`config.mk`:
```
export PLATFORM = sky130hd
export DESIGN_NAME = npu_result_packer
export DESIGN_NICKNAME = d
export VERILOG_FILES = /design/src/rtl/npu_result_packer.sv
export SDC_FILE = /design/constraint.sdc
export NUM_CORES = 2
export LEC_CHECK = 0
export ABC_AREA = 1
export BUFFER_PORTS_ARGS = -buffer_cell sky130_fd_sc_hd__buf_4
export CAP_MARGIN = 20
export CORE_MARGIN = 3
export CORE_UTILIZATION = 51
export CTS_BUF_LIST = sky130_fd_sc_hd__clkbuf_4
export DETAILED_ROUTE_END_ITERATION = 8
export GPL_TIMING_DRIVEN = 1
export PLACE_DENSITY = 0.68
export SYNTH_ARGS = -nofsm -noshare
export SYNTH_HDL_FRONTEND = slang
export SYNTH_SLANG_ARGS = --single-unit
```
`constraint.sdc`:
```
create_clock -name clk -period 8.85 [get_ports clk]
set_input_delay 0.885 -clock clk [delete_from_list [all_inputs] [get_ports clk]]
set_output_delay 0.885 -clock clk [all_outputs]
set_load 0.005 [all_outputs]
```
`src/rtl/npu_result_packer.sv`:
```
// Deskews per-lane systolic accumulators into rows and requantizes each lane to int8.
// Packs one row per 32-bit word and streams the words out through a FWFT FIFO with credit-based admission.
module npu_result_packer #(
  parameter int N          = 4,
  parameter int ACC_WIDTH  = 32,
  parameter int OUT_WIDTH  = 8,
  parameter int LANE_DEPTH = 4,
  parameter int FIFO_DEPTH = 8
) (
  input  logic                      clk,
  input  logic                      rst,
  input  logic                      clear,
  input  logic [4:0]                cfg_shift,
  input  logic                      cfg_relu,
  input  logic [N*ACC_WIDTH-1:0]    core_y_out,
  input  logic [N-1:0]              core_valid_out,
  output logic [N*OUT_WIDTH-1:0]    out_data,
  output logic                      out_valid,
  input  logic                      out_ready,
  output logic                      almost_full,
  output logic                      overflow,
  output logic [31:0]               row_count
);

  localparam int VW  = ACC_WIDTH + 1;
  localparam int WW  = N * OUT_WIDTH;
  localparam int LPW = (LANE_DEPTH > 1) ? $clog2(LANE_DEPTH) : 1;
  localparam int LCW = $clog2(LANE_DEPTH + 1);
  localparam int FPW = (FIFO_DEPTH > 1) ? $clog2(FIFO_DEPTH) : 1;
  localparam int FCW = $clog2(FIFO_DEPTH + 1);
  localparam int OCW = FCW + 1;
  localparam logic signed [VW-1:0] SAT_MAX = VW'((2 ** (OUT_WIDTH - 1)) - 1);
  localparam logic signed [VW-1:0] SAT_MIN = VW'(-(2 ** (OUT_WIDTH - 1)));

  logic [N-1:0]   lane_nonempty;
  logic [N-1:0]   lane_high;
  logic [N-1:0]   lane_drop;
  logic [WW-1:0]  s2_word;
  logic           pop;
  logic [OCW-1:0] occ;
  logic           fifo_push;
  logic           fifo_pop;

  logic           s1_valid_q;
  logic           s1_relu_q;
  logic [WW-1:0]  fifo_mem [FIFO_DEPTH];
  logic [FPW-1:0] fifo_wr_q;
  logic [FPW-1:0] fifo_rd_q;
  logic [FCW-1:0] fifo_cnt_q;
  logic           overflow_q;
  logic [31:0]    row_count_q;

  genvar gi;
  generate
    for (gi = 0; gi < N; gi++) begin : g_lane
      logic [ACC_WIDTH-1:0]   mem_q [LANE_DEPTH];
      logic [LPW-1:0]         wr_q;
      logic [LPW-1:0]         rd_q;
      logic [LCW-1:0]         cnt_q;
      logic                   full;
      logic                   push;
      logic signed [VW-1:0]   ext;
      logic signed [VW-1:0]   rnd;
      logic signed [VW-1:0]   v_d;
      logic signed [VW-1:0]   v_q;
      logic signed [VW-1:0]   r;

      // A pop in the same cycle frees the slot, so a push at full is still accepted.
      assign full               = (cnt_q == LCW'(LANE_DEPTH));
      assign push               = core_valid_out[gi] && (!full || pop);
      assign lane_drop[gi]      = core_valid_out[gi] && full && !pop;
      assign lane_nonempty[gi]  = (cnt_q != '0);
      assign lane_high[gi]      = (cnt_q >= LCW'(LANE_DEPTH - 1));

      always_ff @(posedge clk) begin
        if (push) mem_q[wr_q] <= core_y_out[gi*ACC_WIDTH +: ACC_WIDTH];
      end

      always_ff @(posedge clk) begin
        if (rst || clear) begin
          wr_q  <= '0;
          rd_q  <= '0;
          cnt_q <= '0;
        end else begin
          if (push) wr_q <= (wr_q == LPW'(LANE_DEPTH - 1)) ? '0 : wr_q + LPW'(1);
          if (pop)  rd_q <= (rd_q == LPW'(LANE_DEPTH - 1)) ? '0 : rd_q + LPW'(1);
          cnt_q <= cnt_q + LCW'(push) - LCW'(pop);
        end
      end

      // 33-bit round-half-up then arithmetic shift; the extra bit keeps the add from wrapping.
      assign ext = VW'($signed(mem_q[rd_q]));
      assign rnd = (cfg_shift == 5'd0) ? '0 : (VW'(1) << (cfg_shift - 5'd1));
      assign v_d = (ext + rnd) >>> cfg_shift;

      always_ff @(posedge clk) begin
        if (pop) v_q <= v_d;
      end

      assign r = (s1_relu_q && v_q[VW-1]) ? '0 : v_q;
      assign s2_word[gi*OUT_WIDTH +: OUT_WIDTH] =
          (r > SAT_MAX) ? SAT_MAX[OUT_WIDTH-1:0] :
          (r < SAT_MIN) ? SAT_MIN[OUT_WIDTH-1:0] : r[OUT_WIDTH-1:0];
    end
  endgenerate

  // The S2 stage writes straight into the output FIFO, so only S1 holds a row in flight.
  assign occ         = OCW'(fifo_cnt_q) + OCW'(s1_valid_q);
  assign pop         = (&lane_nonempty) && (occ < OCW'(FIFO_DEPTH));
  assign almost_full = (occ >= OCW'(FIFO_DEPTH - 2)) || (|lane_high);
  assign fifo_push   = s1_valid_q;
  assign fifo_pop    = out_valid && out_ready;
  assign out_valid   = (fifo_cnt_q != '0);
  assign out_data    = out_valid ? fifo_mem[fifo_rd_q] : '0;
  assign overflow    = overflow_q;
  assign row_count   = row_count_q;

  always_ff @(posedge clk) begin
    if (fifo_push) fifo_mem[fifo_wr_q] <= s2_word;
  end

  always_ff @(posedge clk) begin
    if (rst || clear) begin
      s1_valid_q  <= 1'b0;
      s1_relu_q   <= 1'b0;
      fifo_wr_q   <= '0;
      fifo_rd_q   <= '0;
      fifo_cnt_q  <= '0;
      overflow_q  <= 1'b0;
      row_count_q <= '0;
    end else begin
      s1_valid_q <= pop;
      if (pop) s1_relu_q <= cfg_relu;
      fifo_wr_q   <= fifo_wr_q + FPW'(fifo_push);
      fifo_rd_q   <= fifo_rd_q + FPW'(fifo_pop);
      fifo_cnt_q  <= fifo_cnt_q + FCW'(fifo_push) - FCW'(fifo_pop);
      overflow_q  <= overflow_q | (|lane_drop);
      if (fifo_pop) row_count_q <= row_count_q + 32'd1;
    end
  end

endmodule
```
==> run summary <==
SYNTH
-------------------------------------------------------------------------------------
Proportion of synthesized chip area in sequential cells                        51.71%
Dominant combinational cell family by area after synthesis               simple AND/OR/NAND/NOR gates
Synth async-reset ratio                                                            0%
Count of flip-flops with a built-in enable after synthesis                        900
XOR/XNOR share of the synthesized area                                         1.075%
Cell count after synthesis                                                       6721
Synth area leader                                                        sky130_fd_sc_hd__edfxtp_1
Share of synthesized cell area in and, or, nand and nor gates                  29.49%
Share of Yosys cell area claimed by the top area cell type                     48.78%
Count of unique library cells instantiated by Yosys                                66
Synth Area in Compound Gates                                                   8.912%
Mapped Area                                                                 55400 µm²
Most instantiated flip-flop cell in the synthesis netlist                sky130_fd_sc_hd__edfxtp_1
Number of warnings reported in the yosys synthesis log                              0
Mean cell area of the mapped netlist                                        8.243 µm²
Biggest area contributors in the synthesized netlist                     sky130_fd_sc_hd__edfxtp_1, sky130_fd_sc_hd__nand2_1, sky130_fd_sc_hd__nand3_1
Fraction of synthesized area in multiplexers                                 0.03614%
Synthesized flop and latch total                                                  981
Adder-Cell Fraction of Synth Area                                              2.801%

FLOORPLANNING
-------------------------------------------------------------------------------------
Ports placed on the boundary                                                      209
Vertical die dimension                                                       335.6 µm
Placeable core region                                                      107500 µm²
Die Width                                                                    335.6 µm
Standard-cell row count                                                           120
Die outline area                                                           112600 µm²
Initial cell density of the core                                               51.53%

CTS
-------------------------------------------------------------------------------------
Cell chosen for the clock root                                           sky130_fd_sc_hd__clkbuf_4
TritonCTS buffer count                                                            278
Depth of the CTS H-tree                                                             5
Clk sinks                                                                         981
Post-CTS Repair Setup Buffers                                                       0
CTS clock-pin slew for the worst setup and hold paths                         0.06 ns
Worst skew pair latency                                                       1.23 ns
Clock tree from TritonCTS                                                        done
Maximum clock path buffer count                                                     4

TIMING
-------------------------------------------------------------------------------------
Accumulated negative setup slack                                                 0 ns
Transition at the pin with the smallest max-transition slack                 1.125 ns
Final cycle utilization of the critical path                                   57.07%
Hold violation count in the final report                                            0
Max-Slew Margin vs Limit                                                       24.90%
Final Skew                                                                  0.1608 ns
Unrepaired setup endpoints after global routing                                    no
Number of setup violations in the final report                                      0
Minimum clock period                                                         5.051 ns
Fmax                                                                        198.0 MHz
Max-slew violation count                                                            0
Final worst-path setup slack                                                 3.799 ns

SETUP PATH
-------------------------------------------------------------------------------------
CP arrival                                                                    5.89 ns
Top fanout value on the critical path                                              82
Kind of launch point of the worst setup path                               input port
WP buf/inv                                                                          3
Classification of the worst setup path                                      in -> reg
Worst Reg2Reg Path Length in Cells                                                 17
Cell repeated most along the worst path                                  sky130_fd_sc_hd__nand2_1
End of the worst register-to-register path                               g_lane[1].v_q[18]$_DFFE_PP_
Setup slack, reg-to-reg                                                       4.12 ns
Highest-delay cell along the critical path                               sky130_fd_sc_hd__buf_4
Cell type group with the largest total delay on the critical path        simple AND/OR/NAND/NOR gates
Type of element capturing the critical path                                      flop
Cells along the critical path                                            buf_4 -> buf_4 -> nand3_1 -> nor2_1 -> buf_4 -> ha_1 -> a21oi_1 -> a21boi_0 -> nand2_1 -> a21oi_1 -> nand2_1 -> nand2_1 -> nand3_1 -> nand3_1 -> nand3_1 -> nand2_1 -> nand2_1 -> nand3_1 -> nand2_1
Required time of the worst setup path                                         9.69 ns
Startpoint of the most critical setup path                               cfg_shift[2]
Stage delay of the slowest cell on the critical path                          0.86 ns
Total stage count of the critical path                                             19

PLACEMENT
-------------------------------------------------------------------------------------
Post-placement worst setup slack                                             2.714 ns
Routability-driven placement congestion ratio                                   1.017
# placed instances                                                               8100
Count of buffers inserted at the top-level ports                                  208
Detail Placement HPWL                                                       121200 µm

LAYOUT
-------------------------------------------------------------------------------------
Most frequent cells in the layout                                        sky130_fd_sc_hd__nand2_1, sky130_fd_sc_hd__nand3_1, sky130_fd_sc_hd__edfxtp_1
Most common library cell in the layout ignoring fill and taps            sky130_fd_sc_hd__nand2_1
Post-layout util                                                               58.44%
Nets                                                                             7378
Area growth from synthesis to final layout                                     13.41%
Fillers                                                                          9734
Final Non-Filler Cells                                                           8698
Ratio of cells with drive above 1 in the final layout                          11.60%

PWR
-------------------------------------------------------------------------------------
Post-layout total power                                                      10.74 mW
Maximum resistive drop on vdd                                               0.1864 mV
Cell leakage power                                                           26.49 nW
Power density over the cells                                             170.9 nW/µm²

ROUTE
-------------------------------------------------------------------------------------
Number of vias per cell                                                         5.627
Count of TritonRoute iterations in the first routing pass                           6
Post-DRT Antenna Nets                                                               0
DR DRC count                                                                        0
Final routed wire length divided by cell count                               20.05 µm
Count of routing violations after the opening detailed-route iteration           5410
Via count of the routed design                                                  48940
Detailed Route WL                                                           174400 µm

GRT
-------------------------------------------------------------------------------------
Largest net degree at the start of global routing                                  93
First-pass GRT wire length                                                  265000 µm
Total track usage                                                              30.47%
Initial antenna violation count                                                    15
Vias in the first global route                                                  45810
Overall overflow remaining after global route                                       0

WORST HOLD PATH
-------------------------------------------------------------------------------------
Type of the tightest min-delay check                                        in -> reg
Worst hold path endpoint                                                 overflow$_SDFF_PP0_
Origin of the worst min-delay path                                       core_valid_out[2]
Hold-critical path depth                                                            5

STATUS
-------------------------------------------------------------------------------------
Run status                                                                  completed

JOB
-------------------------------------------------------------------------------------
Max Cap Viol                                                                        0

per-layer routing:
metal | part of all wire, % | up-vias | wire length (µm) | global-route usage, %
met5 | 0.038 | - | 66 | 0
met4 | 3.3 | 10 | 5702 | 11.98
met2 | 45 | 2050 | 78640 | 47.20
met3 | 8.5 | 334 | 14760 | 6.625
met1 | 43 | 22710 | 75200 | 41.86
li1 | - | 23840 | - | -
kinds of logic after synthesis:
family / after synthesis
simple gates: 3829
flops: 981
compound gates: 886
buf+inv: 833
fa+ha+maj: 121
xor+xnor: 68
mux: 2
other cells: 1
state kept, by name, summed over array words and instances (netlist names), named ones only:
name          flops
fifo_push         1
g_lane.rd_q       8
overflow          1
g_lane.cnt_q     12
g_lane.v_q      132
g_lane.mem_q    512
g_lane.wr_q       8
fifo_wr_q         3
fifo_cnt_q        4
fifo_rd_q         3
s1_relu_q         1
fifo_mem        256
row_count        32
how the worst max path moves through the flow:
stage                                          to  slack (ns)
floorplan           g_lane[0].cnt_q[2]$_SDFF_PP0_        2.10
global route          g_lane[2].v_q[26]$_DFFE_PP_        3.60
finish                g_lane[2].v_q[17]$_DFFE_PP_        3.80
global placement      g_lane[1].v_q[25]$_DFFE_PP_        2.55
detailed placement    g_lane[2].v_q[22]$_DFFE_PP_        2.71
CTS                   g_lane[1].v_q[31]$_DFFE_PP_        3.82
through the flow:
| step | cell area (µm²) | hold WS (ns) |
|---|---|---|
| after global routing | 62800 | 0.1158 |
| after global placement | 58060 | 0.4648 |
| after floorplan | 55410 | 0.4615 |
| after CTS | 62630 | 0.02904 |
| final | 62830 | 0.1692 |
| after detailed placement | 58080 | 0.4657 |
layout make-up:
type	instances	area [µm²]	share of cell area, %
sequential	981	28660	45.61
multi-input combinational	4910	23630	37.61
timing repair buffer	402	3435	5.467
clock buffer	388	2913	4.636
inverter	542	2051	3.264
tap	1403	1755	2.794
clock inverter	55	346.6	0.5516
antenna	17	42.54	0.06771
cells in the mapped netlist (5+ instances only):
master / number
sky130_fd_sc_hd__a21oi_1: 151
sky130_fd_sc_hd__nand4_1: 45
sky130_fd_sc_hd__or2_2: 18
sky130_fd_sc_hd__dfxtp_1: 81
sky130_fd_sc_hd__edfxtp_1: 900
sky130_fd_sc_hd__ha_1: 116
sky130_fd_sc_hd__inv_2: 28
sky130_fd_sc_hd__o21bai_1: 5
sky130_fd_sc_hd__nor4_1: 30
sky130_fd_sc_hd__nand3b_1: 16
sky130_fd_sc_hd__a21boi_0: 10
sky130_fd_sc_hd__buf_2: 56
sky130_fd_sc_hd__nor3b_1: 5
sky130_fd_sc_hd__clkbuf_1: 139
sky130_fd_sc_hd__o21a_1: 20
sky130_fd_sc_hd__o221ai_1: 19
sky130_fd_sc_hd__buf_6: 8
sky130_fd_sc_hd__o31ai_1: 6
sky130_fd_sc_hd__a31oi_1: 34
sky130_fd_sc_hd__nand2_2: 30
sky130_fd_sc_hd__nor2_2: 13
sky130_fd_sc_hd__xnor2_1: 28
sky130_fd_sc_hd__nor2_4: 8
sky130_fd_sc_hd__o211ai_1: 16
sky130_fd_sc_hd__a211oi_1: 6
sky130_fd_sc_hd__o22ai_1: 97
sky130_fd_sc_hd__buf_1: 74
sky130_fd_sc_hd__o21ai_0: 476
sky130_fd_sc_hd__buf_4: 13
sky130_fd_sc_hd__nor3_1: 44
sky130_fd_sc_hd__o21ai_1: 17
sky130_fd_sc_hd__fa_1: 5
sky130_fd_sc_hd__nor2_1: 837
sky130_fd_sc_hd__a21boi_1: 5
sky130_fd_sc_hd__nand3_2: 12
sky130_fd_sc_hd__inv_1: 511
sky130_fd_sc_hd__nand3_1: 963
sky130_fd_sc_hd__xor2_1: 40
sky130_fd_sc_hd__nand2_1: 1786
worst register-to-register path, cell delays in order (launching register included):
cell,delay (ns)
sky130_fd_sc_hd__dfxtp_2,0.31
sky130_fd_sc_hd__buf_4,0.55
sky130_fd_sc_hd__inv_2,0.22
sky130_fd_sc_hd__buf_12,0.24
sky130_fd_sc_hd__or2_2,0.32
sky130_fd_sc_hd__a32oi_1,0.56
sky130_fd_sc_hd__inv_1,0.18
sky130_fd_sc_hd__ha_1,0.38
sky130_fd_sc_hd__nand2_1,0.12
sky130_fd_sc_hd__nor2_1,0.05
sky130_fd_sc_hd__inv_1,0.10
sky130_fd_sc_hd__o221ai_1,0.15
sky130_fd_sc_hd__a21oi_1,0.32
sky130_fd_sc_hd__nand2_1,0.14
sky130_fd_sc_hd__nand2_2,0.11
sky130_fd_sc_hd__nand2_4,0.09
sky130_fd_sc_hd__nand2_1,0.51
sky130_fd_sc_hd__nand2_1,0.14
report_power, final:
group	switching (mW)	internal, mW	total [mW]	leakage [nW]
registers	0.0306	5.14	5.17	8.84
clock network	1.82	2.14	3.96	1.96
logic	1.07	0.537	1.61	15.7
what timing repair did:
item	CTS	global route
hold endpoints to repair	513	0
gates resized for setup	0	0
hold buffers	129	0
(Power assumes the default switching activity.)
